`src/rtl/kypd_scan_ctrl_if.sv`:
```
// Key event handshake between the keypad scanner and its consumer.
// The scanner owns valid/code/press; the consumer owns ready.
interface kypd_scan_ctrl_if;
  logic       key_valid;
  logic       key_ready;
  logic [3:0] key_code;
  logic       key_press;

  modport master (output key_valid, output key_code, output key_press, input key_ready);
  modport slave  (input key_valid, input key_code, input key_press, output key_ready);
endinterface

```
`src/rtl/kypd_scan_ctrl.sv`:
```
// 4x4 keypad column scanner with frame-based debounce, single-key commit
// and a one-entry press/release event buffer with sticky overflow.
//
// state   | meaning
// ST_IDLE | scanning stopped, columns released, restart at column 0 next
// ST_SCAN | driving one column per dwell, classifying a frame every 4 columns
module kypd_scan_ctrl #(
  parameter int SCAN_DIV        = 100000,
  parameter int DEBOUNCE_FRAMES = 4
) (
  input  logic                    clk,
  input  logic                    sys_rst,
  input  logic                    scan_en,
  input  logic [3:0]              Row,
  output logic [3:0]              Col,
  kypd_scan_ctrl_if.master        evt,
  output logic                    key_held,
  output logic [3:0]              held_code,
  output logic                    ovf,
  input  logic                    ovf_clr
);

  localparam int             DW         = $clog2(SCAN_DIV);
  localparam logic [DW-1:0]  DWELL_LAST = DW'(SCAN_DIV - 1);
  localparam logic [3:0]     DEB        = 4'(DEBOUNCE_FRAMES);

  typedef enum logic {ST_IDLE, ST_SCAN} state_t;

  state_t        r_state;
  logic [3:0]    r_row_s1, r_row_s2;
  logic [3:0]    r_col;
  logic [1:0]    r_col_idx;
  logic [DW-1:0] r_dwell;
  logic [1:0]    r_hits;
  logic [3:0]    r_frame_code;
  logic          r_cand_key;
  logic [3:0]    r_cand_code;
  logic [3:0]    r_cnt;
  logic          r_held;
  logic [3:0]    r_held_code;
  logic          r_valid;
  logic [3:0]    r_code;
  logic          r_press;
  logic          r_ovf;

  logic [3:0] w_lows;
  logic [2:0] w_col_n;
  logic [2:0] w_tot;
  logic [1:0] w_row_idx;
  logic [3:0] w_col_code;
  logic       w_col_end, w_frame_end, w_multi;
  logic       w_res_key;
  logic [3:0] w_res_code;
  logic       w_match, w_differ, w_commit;
  logic [3:0] w_cnt_next;
  logic       w_pop;

  function automatic logic [3:0] key_map(input logic [1:0] r, input logic [1:0] c);
    case ({r, c})
      4'h0: key_map = 4'h1;  4'h1: key_map = 4'h2;  4'h2: key_map = 4'h3;  4'h3: key_map = 4'hA;
      4'h4: key_map = 4'h4;  4'h5: key_map = 4'h5;  4'h6: key_map = 4'h6;  4'h7: key_map = 4'hB;
      4'h8: key_map = 4'h7;  4'h9: key_map = 4'h8;  4'hA: key_map = 4'h9;  4'hB: key_map = 4'hC;
      4'hC: key_map = 4'h0;  4'hD: key_map = 4'hF;  4'hE: key_map = 4'hE;  default: key_map = 4'hD;
    endcase
  endfunction

  always_comb begin
    w_lows    = ~r_row_s2;
    w_col_n   = {2'b0, w_lows[0]} + {2'b0, w_lows[1]} + {2'b0, w_lows[2]} + {2'b0, w_lows[3]};
    w_tot     = {1'b0, r_hits} + w_col_n;
    w_row_idx = 2'd0;
    for (int i = 3; i >= 0; i--) begin
      if (w_lows[3-i]) w_row_idx = 2'(i);
    end
    w_col_code  = key_map(w_row_idx, r_col_idx);
    w_col_end   = scan_en && (r_state == ST_SCAN) && (r_dwell == '0);
    w_frame_end = w_col_end && (r_col_idx == 2'd3);
    w_multi     = (w_tot > 3'd1);
    w_res_key   = (w_tot == 3'd1);
    w_res_code  = 4'h0;
    if (w_res_key) w_res_code = (r_hits == 2'd1) ? r_frame_code : w_col_code;
    w_match     = (w_res_key == r_cand_key) && (w_res_code == r_cand_code);
    w_cnt_next  = 4'd1;
    if (w_match) w_cnt_next = (r_cnt >= DEB) ? DEB : r_cnt + 4'd1;
    w_differ    = (w_res_key != r_held) || (w_res_key && (w_res_code != r_held_code));
    w_commit    = w_frame_end && !w_multi && (w_cnt_next == DEB) && w_differ;
    w_pop       = r_valid && evt.key_ready;
  end

  always_ff @(posedge clk) begin
    if (sys_rst) begin
      r_state      <= ST_IDLE;
      r_row_s1     <= 4'hF;
      r_row_s2     <= 4'hF;
      r_col        <= 4'hF;
      r_col_idx    <= 2'd0;
      r_dwell      <= DWELL_LAST;
      r_hits       <= 2'd0;
      r_frame_code <= 4'h0;
      r_cand_key   <= 1'b0;
      r_cand_code  <= 4'h0;
      r_cnt        <= 4'd0;
      r_held       <= 1'b0;
      r_held_code  <= 4'h0;
      r_valid      <= 1'b0;
      r_code       <= 4'h0;
      r_press      <= 1'b0;
      r_ovf        <= 1'b0;
    end else begin
      r_row_s1 <= Row;
      r_row_s2 <= r_row_s1;

      // A release while held is emitted before any press of a different key.
      if (w_commit && (!r_valid || w_pop)) begin
        r_valid <= 1'b1;
        r_code  <= r_held ? r_held_code : w_res_code;
        r_press <= !r_held;
      end else if (w_pop) begin
        r_valid <= 1'b0;
      end

      if (w_commit && r_valid && !w_pop) r_ovf <= 1'b1;
      else if (ovf_clr)                  r_ovf <= 1'b0;

      if (!scan_en) begin
        r_state      <= ST_IDLE;
        r_col        <= 4'hF;
        r_col_idx    <= 2'd0;
        r_dwell      <= DWELL_LAST;
        r_hits       <= 2'd0;
        r_frame_code <= 4'h0;
      end else begin
        case (r_state)
          ST_IDLE: begin
            r_state      <= ST_SCAN;
            r_col        <= 4'b0111;
            r_col_idx    <= 2'd0;
            r_dwell      <= DWELL_LAST;
            r_hits       <= 2'd0;
            r_frame_code <= 4'h0;
          end
          default: begin
            if (r_dwell != '0) begin
              r_dwell <= r_dwell - 1'b1;
            end else begin
              r_dwell   <= DWELL_LAST;
              r_col_idx <= r_col_idx + 2'd1;
              r_col     <= {r_col[0], r_col[3:1]};
              if (r_col_idx == 2'd3) begin
                r_hits       <= 2'd0;
                r_frame_code <= 4'h0;
                if (!w_multi) begin
                  r_cand_key  <= w_res_key;
                  r_cand_code <= w_res_code;
                  r_cnt       <= w_cnt_next;
                end
                if (w_commit) begin
                  r_held      <= !r_held;
                  r_held_code <= r_held ? 4'h0 : w_res_code;
                end
              end else begin
                r_hits <= w_multi ? 2'd2 : w_tot[1:0];
                if (r_hits == 2'd0 && w_col_n == 3'd1) r_frame_code <= w_col_code;
              end
            end
          end
        endcase
      end
    end
  end

  assign Col           = r_col;
  assign evt.key_valid = r_valid;
  assign evt.key_code  = r_code;
  assign evt.key_press = r_press;
  assign key_held      = r_held;
  assign held_code     = r_held_code;
  assign ovf           = r_ovf;

endmodule

```
`src/flat_wrapper.sv`:
```
// flat-port wrapper written by rule: the top's interface ports become plain ports
module kypd_scan_ctrl_flat 
#(
  parameter int SCAN_DIV        = 100000,
  parameter int DEBOUNCE_FRAMES = 4
)
  (clk, sys_rst, scan_en, Row, Col, key_held, held_code, ovf, ovf_clr, evt_key_valid, evt_key_code, evt_key_press, evt_key_ready);
  kypd_scan_ctrl_if evt_i ();
  input  logic clk;
  input  logic sys_rst;
  input  logic scan_en;
  input  logic [3:0] Row;
  output logic [3:0] Col;
  output logic key_held;
  output logic [3:0] held_code;
  output logic ovf;
  input  logic ovf_clr;
  output wire logic [$bits(evt_i.key_valid)-1:0] evt_key_valid;
  output wire logic [$bits(evt_i.key_code)-1:0] evt_key_code;
  output wire logic [$bits(evt_i.key_press)-1:0] evt_key_press;
  input wire logic [$bits(evt_i.key_ready)-1:0] evt_key_ready;
  assign evt_key_valid = evt_i.key_valid;
  assign evt_key_code = evt_i.key_code;
  assign evt_key_press = evt_i.key_press;
  assign evt_i.key_ready = evt_key_ready;
  kypd_scan_ctrl #(.SCAN_DIV(SCAN_DIV), .DEBOUNCE_FRAMES(DEBOUNCE_FRAMES)) u_core (.clk(clk), .sys_rst(sys_rst), .scan_en(scan_en), .Row(Row), .Col(Col), .evt(evt_i), .key_held(key_held), .held_code(held_code), .ovf(ovf), .ovf_clr(ovf_clr));
endmodule
```
`config.mk`:
```
export PLATFORM = sky130hd
export DESIGN_NAME = kypd_scan_ctrl_flat
export DESIGN_NICKNAME = d
export VERILOG_FILES = /design/src/rtl/kypd_scan_ctrl_if.sv /design/src/rtl/kypd_scan_ctrl.sv /design/src/flat_wrapper.sv
export SDC_FILE = /design/constraint.sdc
export NUM_CORES = 1
export LEC_CHECK = 0
export ABC_CLOCK_PERIOD_IN_PS = 3950
export CELL_PAD_IN_SITES_DETAIL_PLACEMENT = 1
export CELL_PAD_IN_SITES_GLOBAL_PLACEMENT = 1
export CORE_ASPECT_RATIO = 0.9
export CORE_MARGIN = 2
export CORE_UTILIZATION = 40
export DETAILED_ROUTE_END_ITERATION = 8
export PLACE_DENSITY = 0.78
export SLEW_MARGIN = 30
export SYNTH_ARGS = -nofsm -noshare
export SYNTH_HDL_FRONTEND = slang
export SYNTH_SLANG_ARGS = --single-unit
```
`constraint.sdc`:
```
create_clock -name clk -period 3.95 [get_ports clk]
set_input_delay 0.395 -clock clk [delete_from_list [all_inputs] [get_ports clk]]
set_output_delay 0.395 -clock clk [all_outputs]
set_load 0.05 [all_outputs]
```
==> results of run 1 <==
==> cell usage after synthesis, types with 3 or more instances <==
library cell   n  share of area, %
dfxtp_1       59                37
nand2_1       40               4.8
nor2_1        38               4.5
a21oi_1       21               3.3
inv_1         18               2.1
nor3_1        13               2.1
ha_1          10               4.0
mux2i_1       10               3.2
or2_2         10               2.0
xnor2_1       10               2.8
o21ai_0        9               1.4
nor2b_1        8               1.6
nor4_1         8               1.6
o31ai_1        8               1.9
clkbuf_1       7              0.83
nand3_1        7               1.1
xor2_1         6               1.7
and2_1         5              0.99
mux2_4         5               2.4
nand2b_1       5              0.99
nand4_1        5              0.99
o21ai_1        4              0.63
or3_1          4              0.79
a31oi_1        3              0.59
==> logic make-up (layout without fill, tap and decap cells) <==
group	after synthesis	in the layout	synth area share, %
flops	59	59	37.4
fa+ha+maj	12	12	5.23
simple gates	164	164	28.0
xor+xnor	17	17	4.95
compound gates	70	70	15.4
mux	15	15	5.54
buf+inv	28	67	3.44
==> state kept, by name, indices dropped and copies added (netlist names), 2 cells and up <==
name / count
u_core.r_dwell: 17
u_core.Col: 4
u_core.evt.key_code: 4
u_core.held_code: 4
u_core.r_cand_code: 4
u_core.r_cnt: 4
u_core.r_frame_code: 4
u_core.r_row_s1: 4
u_core.r_row_s2: 4
u_core.r_col_idx: 2
u_core.r_hits: 2
==> routing by layer <==
layer,global-route usage (%),wire length [um]
met2,33.1,3780
met5,0,0
met3,4.27,345
met4,7.07,136
met1,27.7,4040
==> placed cells by master (no fill, tap or decap), types with 6 or more instances in the layout <==
master,synthesis,layout
a21oi_1,21,21
nand3_1,7,7
mux2i_1,10,10
inv_1,18,18
xnor2_1,10,9
xor2_1,6,6
ha_1,10,10
clkdlybuf4s50_1,0,24
dfxtp_1,59,59
o31ai_1,8,8
clkbuf_8,0,9
nor2_1,38,38
nor3_1,13,13
or2_2,10,10
nor2b_1,8,7
nor4_1,8,6
nand2_1,40,40
o21ai_0,9,8
buf_4,0,9
==> area by class of cell <==
class | count | share of cell area, %
multi-input combinational | 278 | 50.2
tap | 96 | 3.15
sequential | 59 | 30.9
inverter | 18 | 1.77
clock inverter | 7 | 2.69
clock buffer | 9 | 3.24
timing repair buffer | 33 | 8.06
==> final timing paths <==
| kind | startpoint | endpoint | slack, ps | cells after the start |
|---|---|---|---|---|
| max | u_core.r_row_s2[1] | u_core.evt.key_press | 130 | 12 |
| min | u_core.r_dwell[0] | u_core.r_dwell[0] | 400 | 1 |
| min reg2reg | u_core.r_dwell[0] | u_core.r_dwell[0] | 400 | 1 |
| max reg2reg | u_core.r_row_s2[1] | u_core.evt.key_press | 130 | 12 |
==> power by group <==
part / switching, mW / internal, mW / total, mW
Combinational: 0.0771 / 0.0466 / 0.124
Sequential: 0.00357 / 0.600 / 0.603
Clock: 0.261 / 0.359 / 0.620
==> what timing repair did <==
action | 4_1_cts | 5_1_grt
resized for setup | 0 | 9
pin swaps | 1 | 3
endpoints found under the setup margin | 3 | 12
setup buffers | 0 | 4
==> flow_summary_export.csv, run 1 <==
group,metric,value,unit
placed_design,place_ws,-8.15,ps
finish,stdcell_count,500,
timing,timing.hold.ws,397,ps
routing,route.detailed.drc,0,
synthesis,synth_cells,365,
global_route,grt-ovfl-total,0,
timing,timing.final.crit_share,96.7,%
hold_path,hold_path.class,"register to register",
critical_path,start_kind,"register",
placed_design,dp.cells,480,
power_and_ir_drop,cellLeakagePower,1.44,nW
floorplan,die_x,97.7,um
routing,first_pass_iters,4,
clocking,clk_latency,350,ps
flow_run,cap_violations,0,
timing,slew_headroom,61.0,%
critical_path,critPathKind,"register to register",
finish,area_delta_synth_final,20.8,%
placed_design,place.gp.congestion,0.872,
critical_path,crit_top_cell,"ha_1",
timing,setup_viol,0,
floorplan,core,0.00762,sq mm
finish,multi_input_comb_area,0.00192,sq mm
status,status,"finished, final reports clean",
synthesis,ys_seq_area_share,37.4,%
finish,antenna_cells,0,
routing,routedWlPerCell,16.6,um
timing,tightest_slew,579,ps
power_and_ir_drop,power_density,353,mW/mm^2
critical_path,crit_arrival,4050,ps
clocking,clock_tree.root_cell,"clkbuf_8",
timing,finClkSkew,9.16,ps
routing,viasPerCell,5.53,
routing,ant_nets,0,
critical_path,crit_buf_inv,1,
routing,vias,2763,
global_route,grt_max_degree,36,
clocking,cts_hold_buf,0,
routing,finalWirelength,8.30,mm
finish,layout.nets,420,
routing,drtIter0Drc,158,
critical_path,end_kind,"register",
synthesis,yosysWarnings,0,
finish,design_area,0.00382,sq mm
finish,final_util,50.1,%
placed_design,placed_area,0.00352,sq mm
critical_path,cp_slowest_cell,"fa_2",
timing,clock.fmax,262,MHz
clocking,clk_path_buf_depth,2,
timing,hold_violations,0,
placed_design,dpl.hpwl,5.91,mm
finish,n_fill_cell,919,
synthesis,syn_nets,386,
critical_path,crit_family,"adder cells",
clocking,clkTransAtPathRegs,70,ps
timing,drv_slew,0,
floorplan,start_util,41.5,%
synthesis,synth_ff_type,"dfxtp_1",
clocking,htree_levels,3,
synthesis,synth-seq-cells,59,
synthesis,async_reset_ff_share,0,%
global_route,grt_pass1_wl,14.3,mm
critical_path,worstPathRequired,4180,ps
finish,layout-drive-gt1-share,15.1,%
synthesis,synth_edf_count,0,
clocking,cts_buffers,9,
synthesis,yosysUniqueCellTypes,64,
timing,tns,0,ps
timing,fin_ws,131,ps
finish,ff_latch_area,0.00118,sq mm
clocking,cts_tree,"done",
power_and_ir_drop,vdd_drop_max,0.146,mV
floorplan,ios,25,
power_and_ir_drop,finalPower,1.35,mW
global_route,gr-usage-all-layers,20.5,%
global_route,grt_pass1_vias,2863,
synthesis,synth_area,0.00316,sq mm
floorplan,rows,30,
synthesis,avgSynthCellArea,8.66,sq um
critical_path,crit_fanout,9,
floorplan,die_area,0.00863,sq mm
critical_path,path_cells,"inv_1 > ha_1 > fa_1 > ha_1 > fa_2 > nand2b_4 > nor2_4 > a31o_2 > a211o_1 > nor4_4 > nand4_4 > mux2_4",
global_route,antenna_found_initial,0,
clocking,cts.sink_count,59,
timing,min_period,3820,ps
placed_design,io_buffers,24,
floorplan,dieHeight,88.3,um
critical_path,max_stage_delay,620,ps
Note: power is estimated with default switching activity, not from simulation.
==> run 2, diff against run 1 <==
==> constraint.sdc (replaced) <==
create_clock -name clk -period 3.95 [get_ports clk]
set_input_delay 0.79 -clock clk [delete_from_list [all_inputs] [get_ports clk]]
set_output_delay 0.79 -clock clk [all_outputs]
set_load 0.05 [all_outputs]
==> run 2 against run 1 <==
  * Final area fell by 1.2%
  * Power down 4.4%
  * Critical path depth unchanged
  * Core utilization down 0.62 points
  * Critical endpoint unchanged
  * Clock skew about the same
  * Non-clock buffer count decreased by 1
  * Flip-flop and latch count unchanged
  * Fmax rose by 1.1%
  * Register-to-register slack improved by 40 ps
==> flow_summary_export.csv, run 2 (synthesized netlist as in run 1, its figures left out) <==
group,metric,value,unit
critical_path,max_stage_delay,600,ps
floorplan,rows,30,
clocking,cts_tree,"done",
critical_path,worstPathRequired,4190,ps
timing,timing.final.crit_share,95.7,%
routing,route.detailed.drc,0,
critical_path,start_kind,"register",
critical_path,crit_buf_inv,1,
timing,fin_ws,171,ps
floorplan,die_area,0.00863,sq mm
global_route,gr-usage-all-layers,20.2,%
floorplan,ios,25,
placed_design,io_buffers,24,
clocking,cts.sink_count,59,
clocking,clkTransAtPathRegs,70,ps
status,status,"finished, final reports clean",
power_and_ir_drop,power_density,342,mW/mm^2
timing,timing.hold.ws,395,ps
clocking,cts_hold_buf,0,
routing,ant_nets,0,
global_route,grt_max_degree,35,
finish,layout-drive-gt1-share,14.1,%
critical_path,path_cells,"inv_1 > ha_1 > fa_1 > ha_1 > fa_2 > nand2b_4 > nor2_4 > a31o_2 > a211o_1 > nor4_4 > nand4_4 > mux2_4",
finish,final_common_cell,"dfxtp_1",
finish,area_delta_synth_final,19.3,%
timing,min_period,3780,ps
critical_path,crit_fanout,9,
placed_design,dpl.hpwl,6.01,mm
timing,hold_violations,0,
clocking,clock_tree.root_cell,"clkbuf_8",
critical_path,crit_arrival,4020,ps
finish,final_cell_mix,"dfxtp_1, nand2_1, nor2_1",
power_and_ir_drop,cellLeakagePower,1.41,nW
critical_path,crit_top_cell,"ha_1",
timing,rsz0062_at_grt,"no",
finish,layout.nets,419,
critical_path,end_kind,"register",
routing,first_pass_iters,4,
critical_path,crit_family,"adder cells",
routing,drtIter0Drc,106,
clocking,clk_path_buf_depth,2,
finish,final_util,49.5,%
clocking,clk_latency,360,ps
routing,finalWirelength,8.25,mm
global_route,antenna_found_initial,0,
routing,vias,2729,
power_and_ir_drop,vdd_drop_max,0.158,mV
clocking,htree_levels,3,
clocking,cts_buffers,9,
critical_path,cp_slowest_cell,"fa_2",
timing,clock.fmax,265,MHz
timing,drv_slew,0,
global_route,grt_pass1_wl,13.6,mm
floorplan,dieHeight,88.3,um
finish,top_register,"u_core.r_dwell",
timing,tns,0,ps
timing,slew_headroom,62.2,%
hold_path,hold_path.class,"register to register",
global_route,grt_pass1_vias,2749,
routing,routedWlPerCell,16.5,um
timing,tightest_slew,561,ps
power_and_ir_drop,finalPower,1.29,mW
timing,finClkSkew,8.98,ps
global_route,grt-ovfl-total,0,
floorplan,die_x,97.7,um
finish,n_fill_cell,906,
placed_design,place_ws,32.5,ps
finish,largest_reg_flops,17,
floorplan,start_util,41.5,%
placed_design,place.gp.congestion,0.892,
flow_run,cap_violations,0,
finish,antenna_cells,0,
critical_path,critPathKind,"register to register",
routing,viasPerCell,5.47,
floorplan,core,0.00762,sq mm
timing,setup_viol,0,
[run 2: changes by cell type in the layout (fill, tap and decap cells not counted)]
cell	previous run	this run
clkbuf_8	9	10
bufinv_16	2	1
clkinv_2	0	1
o41ai_1	0	1
nor4_2	2	1
clkinvlp_4	1	4
nor2b_1	7	8
o41ai_2	2	1
nor2b_2	2	1
buf_4	9	8
clkinv_4	4	0
nor4_1	6	7
[run 2: per-stage QoR]
stage          area (sq um)  std cells
3_3_place_gp           3520        480
3_5_place_dp           3520        480
6_report               3770        499
4_1_cts                3720        496
2_1_floorplan          3160        365
5_1_grt                3770        499
[run 2: layout make-up]
cell class / count / area (sq um) / share of cell area, %
multi-input combinational: 278 / 1900 / 50.4
sequential: 59 / 1180 / 31.3
timing repair buffer: 32 / 300 / 7.96
clock buffer: 10 / 138 / 3.65
tap: 96 / 120 / 3.19
inverter: 18 / 67.6 / 1.79
clock inverter: 6 / 65.1 / 1.73
[run 2: what timing repair did]
item | 4_1_cts | 5_1_grt
gates resized for setup | 0 | 6
setup endpoints to repair | 0 | 10
setup buffers | 0 | 3
[run 2: report_power, final]
group	internal, mW	total (mW)	leakage [nW]	switching [mW]
Combinational	0.0459	0.121	0.843	0.0747
Clock	0.306	0.564	0.0905	0.258
Sequential	0.600	0.604	0.478	0.00361
Total	0.952	1.29	1.41	0.336
[run 2: worst paths after layout]
kind                            slack (ps)                   end               start  cells after the start
worst max-delay path                   170  u_core.evt.key_press  u_core.r_row_s2[0]                     12
worst min-delay path                   390     u_core.r_dwell[0]   u_core.r_dwell[0]                      1
worst max register to register         170  u_core.evt.key_press  u_core.r_row_s2[0]                     12
worst min register to register         390     u_core.r_dwell[0]   u_core.r_dwell[0]                      1
[run 2: worst register-to-register path, stage by stage, from the launching register on]
cell and delay, ps:
dfxtp_1 340, inv_1 70, ha_1 310, fa_1 400, ha_1 320, fa_2 600
nand2b_4 150, nor2_4 60, a31o_2 240, a211o_1 320, nor4_4 320, nand4_4 210
mux2_4 330
[run 2: layer usage]
metal	GRT usage, %	share of wire (%)	wire, um	up-vias
met5	0	0	0	-
li1	-	-	-	1355
met1	26.0	49	4030	1321
met4	7.83	1.4	117	0
met2	33.2	46	3800	43
met3	5.06	3.7	309	10
==> run 3, diff against run 2 <==
- ABC_CLOCK_PERIOD_IN_PS: 3950 -> 4000
- CORE_UTILIZATION: 40 -> 44
- PLACE_DENSITY: 0.78 -> 0.81
- clock period: 3.95 -> 4 ns (I/O delays scaled with it)
==> run 3 against run 2 <==
  * Flip-flop and latch count unchanged
  * Via count grew 2.9%
  * Non-clock buffer count did not move
  * Global-route usage rose by 2.9 points
  * Worst setup slack lost 87 ps
  * Hold slack better by 8.1 ps
  * Combinational power is 3% lower
==> flow_summary_export.csv, run 3 (synthesized netlist as in run 1, its figures left out) <==
group,metric,value,unit
status,status,"finished, final reports clean",
clocking,cts_hold_buf,0,
critical_path,crit_arrival,4150,ps
timing,tightest_slew,618,ps
critical_path,cp.depth,12,
finish,final_util,54.3,%
timing,clock.fmax,255,MHz
clocking,clk_path_buf_depth,2,
floorplan,core,0.00700,sq mm
routing,routedWlPerCell,18.1,um
placed_design,place.gp.congestion,0.816,
critical_path,worstPathRequired,4230,ps
critical_path,reg2regPathDepth,12,
flow_run,cap_violations,0,
critical_path,path_cells,"inv_1 > ha_1 > fa_1 > ha_1 > fa_2 > nand2b_1 > nor2_2 > a31o_2 > a211o_1 > nor4_4 > nand4_4 > mux2_4",
global_route,grt_pass1_vias,2855,
critical_path,end_kind,"register",
critical_path,crit_family,"adder cells",
clocking,cts_tree,"done",
timing,min_period,3920,ps
placed_design,dp.cells,476,
floorplan,dieHeight,84.4,um
critical_path,max_stage_delay,580,ps
routing,viasPerCell,5.66,
global_route,grt_pass1_wl,14.3,mm
clocking,clkTransAtPathRegs,70,ps
hold_path,hold_path.class,"register to register",
timing,finClkSkew,7.45,ps
routing,first_pass_iters,4,
clocking,cts_buffers,9,
critical_path,crit_buf_inv,1,
global_route,antenna_found_initial,0,
routing,drtIter0Drc,184,
power_and_ir_drop,cellLeakagePower,1.45,nW
finish,final_common_cell,"dfxtp_1",
floorplan,start_util,45.1,%
timing,drv_slew,0,
finish,stdcell_count,496,
critical_path,crit_top_cell,"ha_1",
critical_path,r2r-start,"u_core.r_row_s2[0]",
timing,tns,0,ps
critical_path,crit_fanout,9,
critical_path,setup.worst_path.start,"u_core.r_row_s2[0]",
global_route,gr-usage-all-layers,23.1,%
routing,ant_nets,0,
placed_design,io_buffers,24,
clocking,clock_tree.root_cell,"clkbuf_8",
finish,area_delta_synth_final,20.2,%
placed_design,dpl.hpwl,6.12,mm
finish,antenna_cells,0,
finish,layout-drive-gt1-share,13.6,%
finish,top_register,"u_core.r_dwell",
floorplan,die_area,0.00788,sq mm
critical_path,critPathKind,"register to register",
floorplan,die_x,93.3,um
power_and_ir_drop,power_density,364,mW/mm^2
power_and_ir_drop,vdd_drop_max,0.209,mV
finish,largest_reg_flops,17,
timing,timing.final.crit_share,97.9,%
clocking,cts.sink_count,59,
global_route,grt-ovfl-total,0,
timing,hold_violations,0,
global_route,grt_max_degree,35,
timing,setup_viol,0,
placed_design,placed_area,0.00351,sq mm
critical_path,worstReg2RegEnd,"u_core.evt.key_code[1]",
critical_path,cp_slowest_cell,"fa_2",
critical_path,start_kind,"register",
routing,vias,2807,
timing,slew_headroom,58.7,%
critical_path,rrSetupSlack,80,ps
finish,layout.nets,419,
clocking,clk_latency,340,ps
floorplan,rows,29,
finish,design_area,0.00380,sq mm
routing,finalWirelength,8.99,mm
finish,final_cell_mix,"dfxtp_1, nand2_1, nor2_1",
critical_path,crit_end,"u_core.evt.key_code[1]",
floorplan,ios,25,
clocking,htree_levels,3,
routing,route.detailed.drc,0,
==> run 3: timing repair <==
action,CTS,global route
endpoints found under the setup margin,0,15
gates resized for setup,0,4
setup buffers,0,4
hold endpoints to repair,0,0
==> run 3: area by class of cell <==
cell class                 instances  area, sq um
fill                             831         3200
multi-input combinational        278         1890
tap                               93          116
inverter                          18         67.6
clock inverter                     5          100
timing repair buffer              32          300
clock buffer                      11          141
sequential                        59         1180
==> run 3: worst min-delay path by stage <==
| stage | start | to | cells after the start |
|---|---|---|---|
| 3_5_place_dp | u_core.r_dwell[0] | u_core.r_dwell[0] | 1 |
| 4_1_cts | u_core.r_dwell[0] | u_core.r_dwell[0] | 1 |
| 2_1_floorplan | u_core.r_dwell[0] | u_core.r_dwell[0] | 1 |
| 5_1_grt | u_core.r_dwell[0] | u_core.r_dwell[0] | 1 |
| 3_3_place_gp | u_core.r_dwell[0] | u_core.r_dwell[0] | 1 |
| 6_report | u_core.r_dwell[0] | u_core.r_dwell[0] | 1 |
==> run 3: routing by layer <==
metal  up-vias  part of all wire, %  GRT usage (%)
li1       1354                    -              -
met2        72                   47           37.6
met5         -                    0              0
met4         0                  2.7           8.69
met3        21                  5.1           5.12
met1      1360                   45           30.1
==> run 3: per-stage QoR <==
| step | hold slack [ps] | worst slack [ps] | total power, mW |
|---|---|---|---|
| after detailed placement | 392 | 60.1 | 0.720 |
| after CTS | 407 | 12.0 | 1.39 |
| after global routing | 423 | -34.9 | 1.44 |
| after global placement | 378 | 181 | 0.717 |
| after floorplan | 366 | 321 | 0.683 |
| final | 403 | 84.5 | 1.38 |
==> run 3: power breakdown <==
group          switching (mW)  internal [mW]  total [mW]
Combinational          0.0752         0.0422       0.117
Clock                   0.240          0.429       0.669
Sequential            0.00411          0.593       0.597
